### config.mk
export PLATFORM = sky130hd
export DESIGN_NAME = seven_seg_scan
export DESIGN_NICKNAME = d
export VERILOG_FILES = /design/src/rtl/seven_seg_scan.sv
export SDC_FILE = /design/constraint.sdc
export NUM_CORES = 1
export LEC_CHECK = 0
export CAP_MARGIN = 0
export CORE_MARGIN = 10
export CORE_UTILIZATION = 49
export CTS_CLUSTER_SIZE = 8
export DETAILED_ROUTE_END_ITERATION = 7
export GPL_ROUTABILITY_DRIVEN = 0
export GPL_TIMING_DRIVEN = 0
export PLACE_DENSITY = 0.82
export SYNTH_ARGS = -nofsm -noshare
export SYNTH_HDL_FRONTEND = slang
export SYNTH_SLANG_ARGS = --single-unit
### constraint.sdc
create_clock -name clk -period 2.1 [get_ports clk]
set_input_delay 0.42 -clock clk [delete_from_list [all_inputs] [get_ports clk]]
set_output_delay 0.42 -clock clk [all_outputs]
set_load 0.01 [all_outputs]
### src/rtl/seven_seg_scan.sv
// seven_seg_scan: 4-digit multiplexed display scanner with frame-aligned loads; SEVEN_SEG_SCAN_LZB_EN enables leading-zero blanking
module seven_seg_scan #(
  parameter int TICK_MAX = 49999,
  parameter int DIV_W = 16
) (
  input  logic        clk,
  input  logic        rst,
  input  logic        load_valid,
  input  logic [15:0] load_value,
  output logic        load_ready,
  input  logic        blank,
  output logic [3:0]  digit_data,
  output logic [3:0]  anode_n,
  output logic        frame_done
);
  logic [DIV_W-1:0] cnt;
  logic [1:0]       idx;
  logic [15:0]      display_reg, pend_reg;
  logic             pending, tick, wrap, accept, lit;
  assign tick = cnt == DIV_W'(TICK_MAX);
  assign wrap = tick && idx == 2'd3;
  assign load_ready = !pending;
  assign accept = load_valid && load_ready;
`ifdef SEVEN_SEG_SCAN_LZB_EN
  assign lit = idx == 2'd0 || (display_reg >> {idx, 2'b00}) != 16'd0;
`else
  assign lit = 1'b1;
`endif
  always_ff @(posedge clk) begin
    if (rst) begin
      cnt         <= '0;
      idx         <= 2'd0;
      display_reg <= 16'd0;
      pend_reg    <= 16'd0;
      pending     <= 1'b0;
      frame_done  <= 1'b0;
      digit_data  <= 4'd0;
      anode_n     <= 4'b1110;
    end else begin
      cnt        <= tick ? '0 : cnt + 1'b1;
      idx        <= tick ? idx + 2'd1 : idx;
      if (wrap && pending) display_reg <= pend_reg;
      if (accept) pend_reg <= load_value;
      pending    <= accept || (pending && !wrap);
      frame_done <= wrap;
      digit_data <= display_reg[{idx, 2'b00} +: 4];
      anode_n    <= (blank || !lit) ? 4'b1111 : ~(4'b0001 << idx);
    end
  end
endmodule

Yosys cells after proc, flatten, opt, wreduce, memory -nomap -nowiden:

Cells that the tools add are included.

* register bits: 60
* latch bits: 0
* memory bits (writable): 0
* memory bits (read-only): 0
* memories: 0

* add/sub/neg operators: 2
* multipliers: 0
* div/mod/pow operators: 0
* order comparisons: 0
* eq/ne operators: 2
* shifts and indexed selects: 2
* mux-type cells: 1
* bitwise operators: 1
* reduce and logical (&&, ||, !) cells: 9

Operator list (count)
* $add 16x1->16 const B: 1
* $eq 16x16->1 const B: 1
* $shiftx 16x5->4: 1
* $logic_and 1x1->1: 4
* $not 4->4: 1
* $reduce_or 2->1: 2
* $shl 1x2->4 const A: 1
* $add 2x1->2 const B: 1
* $eq 2x2->1 const B: 1
* $logic_not 1->1: 2
* $logic_or 1x1->1: 1
* $mux 1: 1

Longest topological paths before layout:

* depth after elaboration: 5
* gate-level depth with buffers: 7
* mapped depth without buffers: 5

Worst setup path before layout:

No wires, ideal clock.

* path type: register -> register
* start point: register cnt[11]
* end point: register display_reg[0]
* setup time: 0.072 ns
* arrival: 2.003 ns
* data required time: 2.028 ns
* path slack: 0.026 ns
* cell stages (with the launch flop): 7
* path buffers: 2
* clock period less this slack: 2.074 ns
* path through: dfxtp_1 or4_1 or4_1 buf_6 nor2_8 buf_12 mux2i_1

* longest elaborated chain between the ends: 3

Ends and longest elaborated chain
* start, declared: RTL line 16 `logic [DIV_W-1:0] cnt;`
* start signal, assigned: RTL line 40 `cnt <= tick ? '0 : cnt + 1'b1;`
* $eq 16x16->1: RTL line 20 `assign tick = cnt == DIV_W'(TICK_MAX);`
* $logic_and 1x1->1: RTL line 21 `assign wrap = tick && idx == 2'd3;`
* $logic_and 1x1->1: RTL line 42 `if (wrap && pending) display_reg <= pend_reg;`
* end signal, assigned: RTL line 42
* end, declared: RTL line 18 `logic [15:0] display_reg, pend_reg;`

Every way passes these cells.
A chain may end at the register's enable or synchronous reset.

Final worst setup path:

* start point: register cnt[11]
* end point: register display_reg[4]

The elaborated chain is that of the path after synthesis.

==> summary.txt <==
Status
  • Status: complete, no violations

Power and ir drop
  • Sw Pwr: between 500 and 600 uW
  • PD cells: between 700 and 800 nW/um^2
  • Sequential share of power: between 50 and 60%
  • Logic gate share of total power: 5.6%
  • Leakage: about 1.1 nW
  • Worst VDD drop: 0.000331 V
  • Total chip power: 2.35 mW
  • Clock power frac: 44.3%
  • Net Sw Frac: 21.5%
  • Pint: 1.85 mW

Layout
  • Final nets: 333
  • Layout cells sized above 1: a little under an eighth
  • # fillers: slightly below 400
  • # diodes: 0
  • Finished Cell Area: 3170 um^2
  • FF+latch area: roughly 1200 um^2
  • Area occupied by multi-input gates: between 1000 and 1500 um^2
  • Post-layout util: between 60 and 70%
  • Area growth from synthesis to layout: 26.6%

Synth
  • Mean Syn Cell Area: around 9.6 um^2
  • Mapped Area: approximately 2500 um^2
  • Post-synth cell types: 27
  • Leading area contributor after synthesis: dfxtp_1
  • Yosys warns: 0
  • Post-synth net total: approximately 290
  • Sequential share of the synthesized area: a little under half
  • Post-Synthesis Cells: approximately 260
  • Synth top area cells: dfxtp_1, mux2i_1, nand2_1, or2b_1, xnor2_1
  • #FFs+latches synth: 60
  • Yosys top cell area share: between 40 and 50%

Global routing
  • Grt met3 use: 4.86%
  • Initial antenna violation count: 0
  • First-pass GRT wire length: 8450 um
  • Grt peak-use layer: met2
  • Global route overflow: 0
  • GRT Resource Usage Total: roughly 12%
  • Largest net degree at the start of global routing: 11
  • Vias in the first global route: 1876
  • GR Util met1: between 10% and 20%
  • GR Util met2: between 10% and 20%

Clock network
  • Clock transition at the registers of the reported paths: about 0.060 ns
  • CTS Buffer Depth: 2
  • Clk_lat worst skew: 0.34 ns
  • H-tree levels: 3
  • CTS tree: built
  • CTS Buf Count: 9
  • Clk sinks: 60
  • Clk root buf: clkbuf_8
  • Hold buffer count at CTS: 0

Timing
  • Fin crit share: 99.3%
  • Final Hold Slack: between 0.4 and 0.5 ns
  • Fin. Hold Viols: 0
  • Setup violations, final: 0
  • Clock Skew: ~0.0064 ns
  • Final Slew Violations: 0
  • Unrepaired setup endpoints after global routing: yes
  • Worst-Margin Slew: 0.549 ns
  • Peak Freq: about 0.48 GHz
  • Final Critical Period: between 2 and 2.5 ns
  • Normalized max-slew margin: 63.4%
  • Setup TNS: 0 ns

Floorplanning
  • Core area: slightly below 5000 um^2
  • Top Ports: 30
  • Die area: about 8400 um^2
  • Die W: just over 90 um
  • FP Rows: 25
  • Chip height: between 90 and 100 um
  • Starting Density: between 50% and 60%

Setup path
  • Worst EP required: about 2.4 ns
  • Crit-path max cell delay: slightly above 0.6 ns
  • Critical path's slowest cell: or4_4
  • Critical Path Fanout Max: 5
  • CP Data Arrival Time: roughly 2.4 ns
  • Critical-path cell list: or4_4 -> or4_4 -> nor2_8 -> clkbuf_16 -> mux2i_1
  • Kind of critical path: reg2reg
  • CP Launch Type: flip-flop
  • Worst R2R Path Depth: 5
  • CP dominant cell by count: or4_4
  • CP endpoint kind: flip-flop

Place
  • Placement Cell Area: 2880 um^2
  • Detailed Place HPWL: ~3300 um
  • PortBufs: 29

Routing
  • Via count: 1880
  • Avg Vias per Cell: approximately 5
  • # DRC: 0
  • DRT iter0 DRCs: 75
  • Final wirelength: between 5000 and 6000 um
  • Routed length per instance: 13.2 um
  • Antenna viol nets, final: 0
  • Pre-antenna DRT Iters: 4

Job
  • Max Cap Violations: 0

Min path
  • Hold depth: 2
  • HP Class: reg2reg
cells by family (layout without fill, tap and decap cells):
kind of cell / Yosys count / after routing / synth area share, %
fa+ha+maj: 5 / 5 / 2.50
flops: 60 / 60 / 48.0
xor+xnor: 15 / 15 / 5.25
buf+inv: 19 / 69 / 4.15
compound gates: 17 / 17 / 3.40
simple gates: 125 / 125 / 26.3
mux: 21 / 21 / 10.4
power by group through the flow:
stage	combinational [mW]	clock, mW	sequential, mW
2_1_floorplan	0.0700	0	1.20
3_3_place_gp	0.127	0	1.20
3_5_place_dp	0.130	0	1.20
4_1_cts	0.132	1.05	1.18
5_1_grt	0.148	1.11	1.18
6_report	0.132	1.04	1.18
cells in the mapped netlist:
| cell | instances |
|---|---|
| dfxtp_1 | 60 |
| nand2_1 | 40 |
| nor2_1 | 23 |
| or2b_1 | 18 |
| a21oi_1 | 17 |
| mux2i_1 | 17 |
| nand2b_1 | 15 |
| xnor2_1 | 12 |
| clkbuf_1 | 8 |
| inv_1 | 7 |
| nand3_1 | 6 |
| ha_1 | 5 |
| nor2b_1 | 5 |
| mux4_2 | 4 |
| nor3_1 | 4 |
| nor4_1 | 4 |
| nand4_1 | 3 |
| xor2_1 | 3 |
| buf_6 | 2 |
| or4_1 | 2 |
| and3_1 | 1 |
| buf_12 | 1 |
| buf_2 | 1 |
| nand4b_1 | 1 |
| nor2_8 | 1 |
| nor3b_1 | 1 |
| or4bb_1 | 1 |
routing by layer:
layer	wire, um	vias up
met5	0	-
met4	134	0
met3	322	18
met2	2260	41
met1	2290	865
li1	-	956
timing repair:
item	in CTS	in global routing
pin swaps	1	2
buffers inserted	2	4
gates resized for setup	5	6
cloned	0	1
setup endpoints to repair	27	26
path summary, 6_finish.rpt:
path                 from        endpoint  slack, ns
min          pend_reg[13]    pend_reg[13]       0.45
max reg2reg       cnt[11]  display_reg[4]       0.01
min reg2reg  pend_reg[13]    pend_reg[13]       0.45
max               cnt[11]  display_reg[4]       0.01
through the flow:
stage	setup WS (ns)	instances
after floorplan	0.0255	262
after global placement	-0.119	358
after detailed placement	-0.166	358
after CTS	0.00964	375
after global routing	-0.0299	379
final	0.0141	379
placed cells by master, fill, tap and decap left out, types with 2 or more instances in the layout:
cell type        instances
xor2_1                   3
buf_6                    3
buf_4                    5
mux2i_1                 17
nand2b_1                14
ha_1                     5
mux4_2                   4
nor2b_1                  5
or4_4                    2
inv_1                    7
dfxtp_1                 56
nand2_1                 40
xnor2_1                 12
a21oi_1                 17
clkbuf_8                15
or2b_1                  18
nand3_1                  6
nor2_1                  23
nor3_1                   4
nor4_1                   4
clkbuf_1                 8
dfxtp_2                  3
nand4_1                  3
clkdlybuf4s50_1         29
critical path, delay by kind of cell (launching register included):
kind	cells	cell delay [ns]
buf+inv	1	0.17
flops	1	0.36
mux	1	0.17
simple gates	3	1.32
final cells by class:
type | instances | share of cell area (%)
buffer | 11 | 2.17
clock buffer | 15 | 6.51
inverter | 7 | 0.829
multi-input combinational | 183 | 38.1
sequential | 60 | 38.1
tap | 67 | 2.64
timing repair buffer | 36 | 11.6
Power figures use the tool's default switching activity.
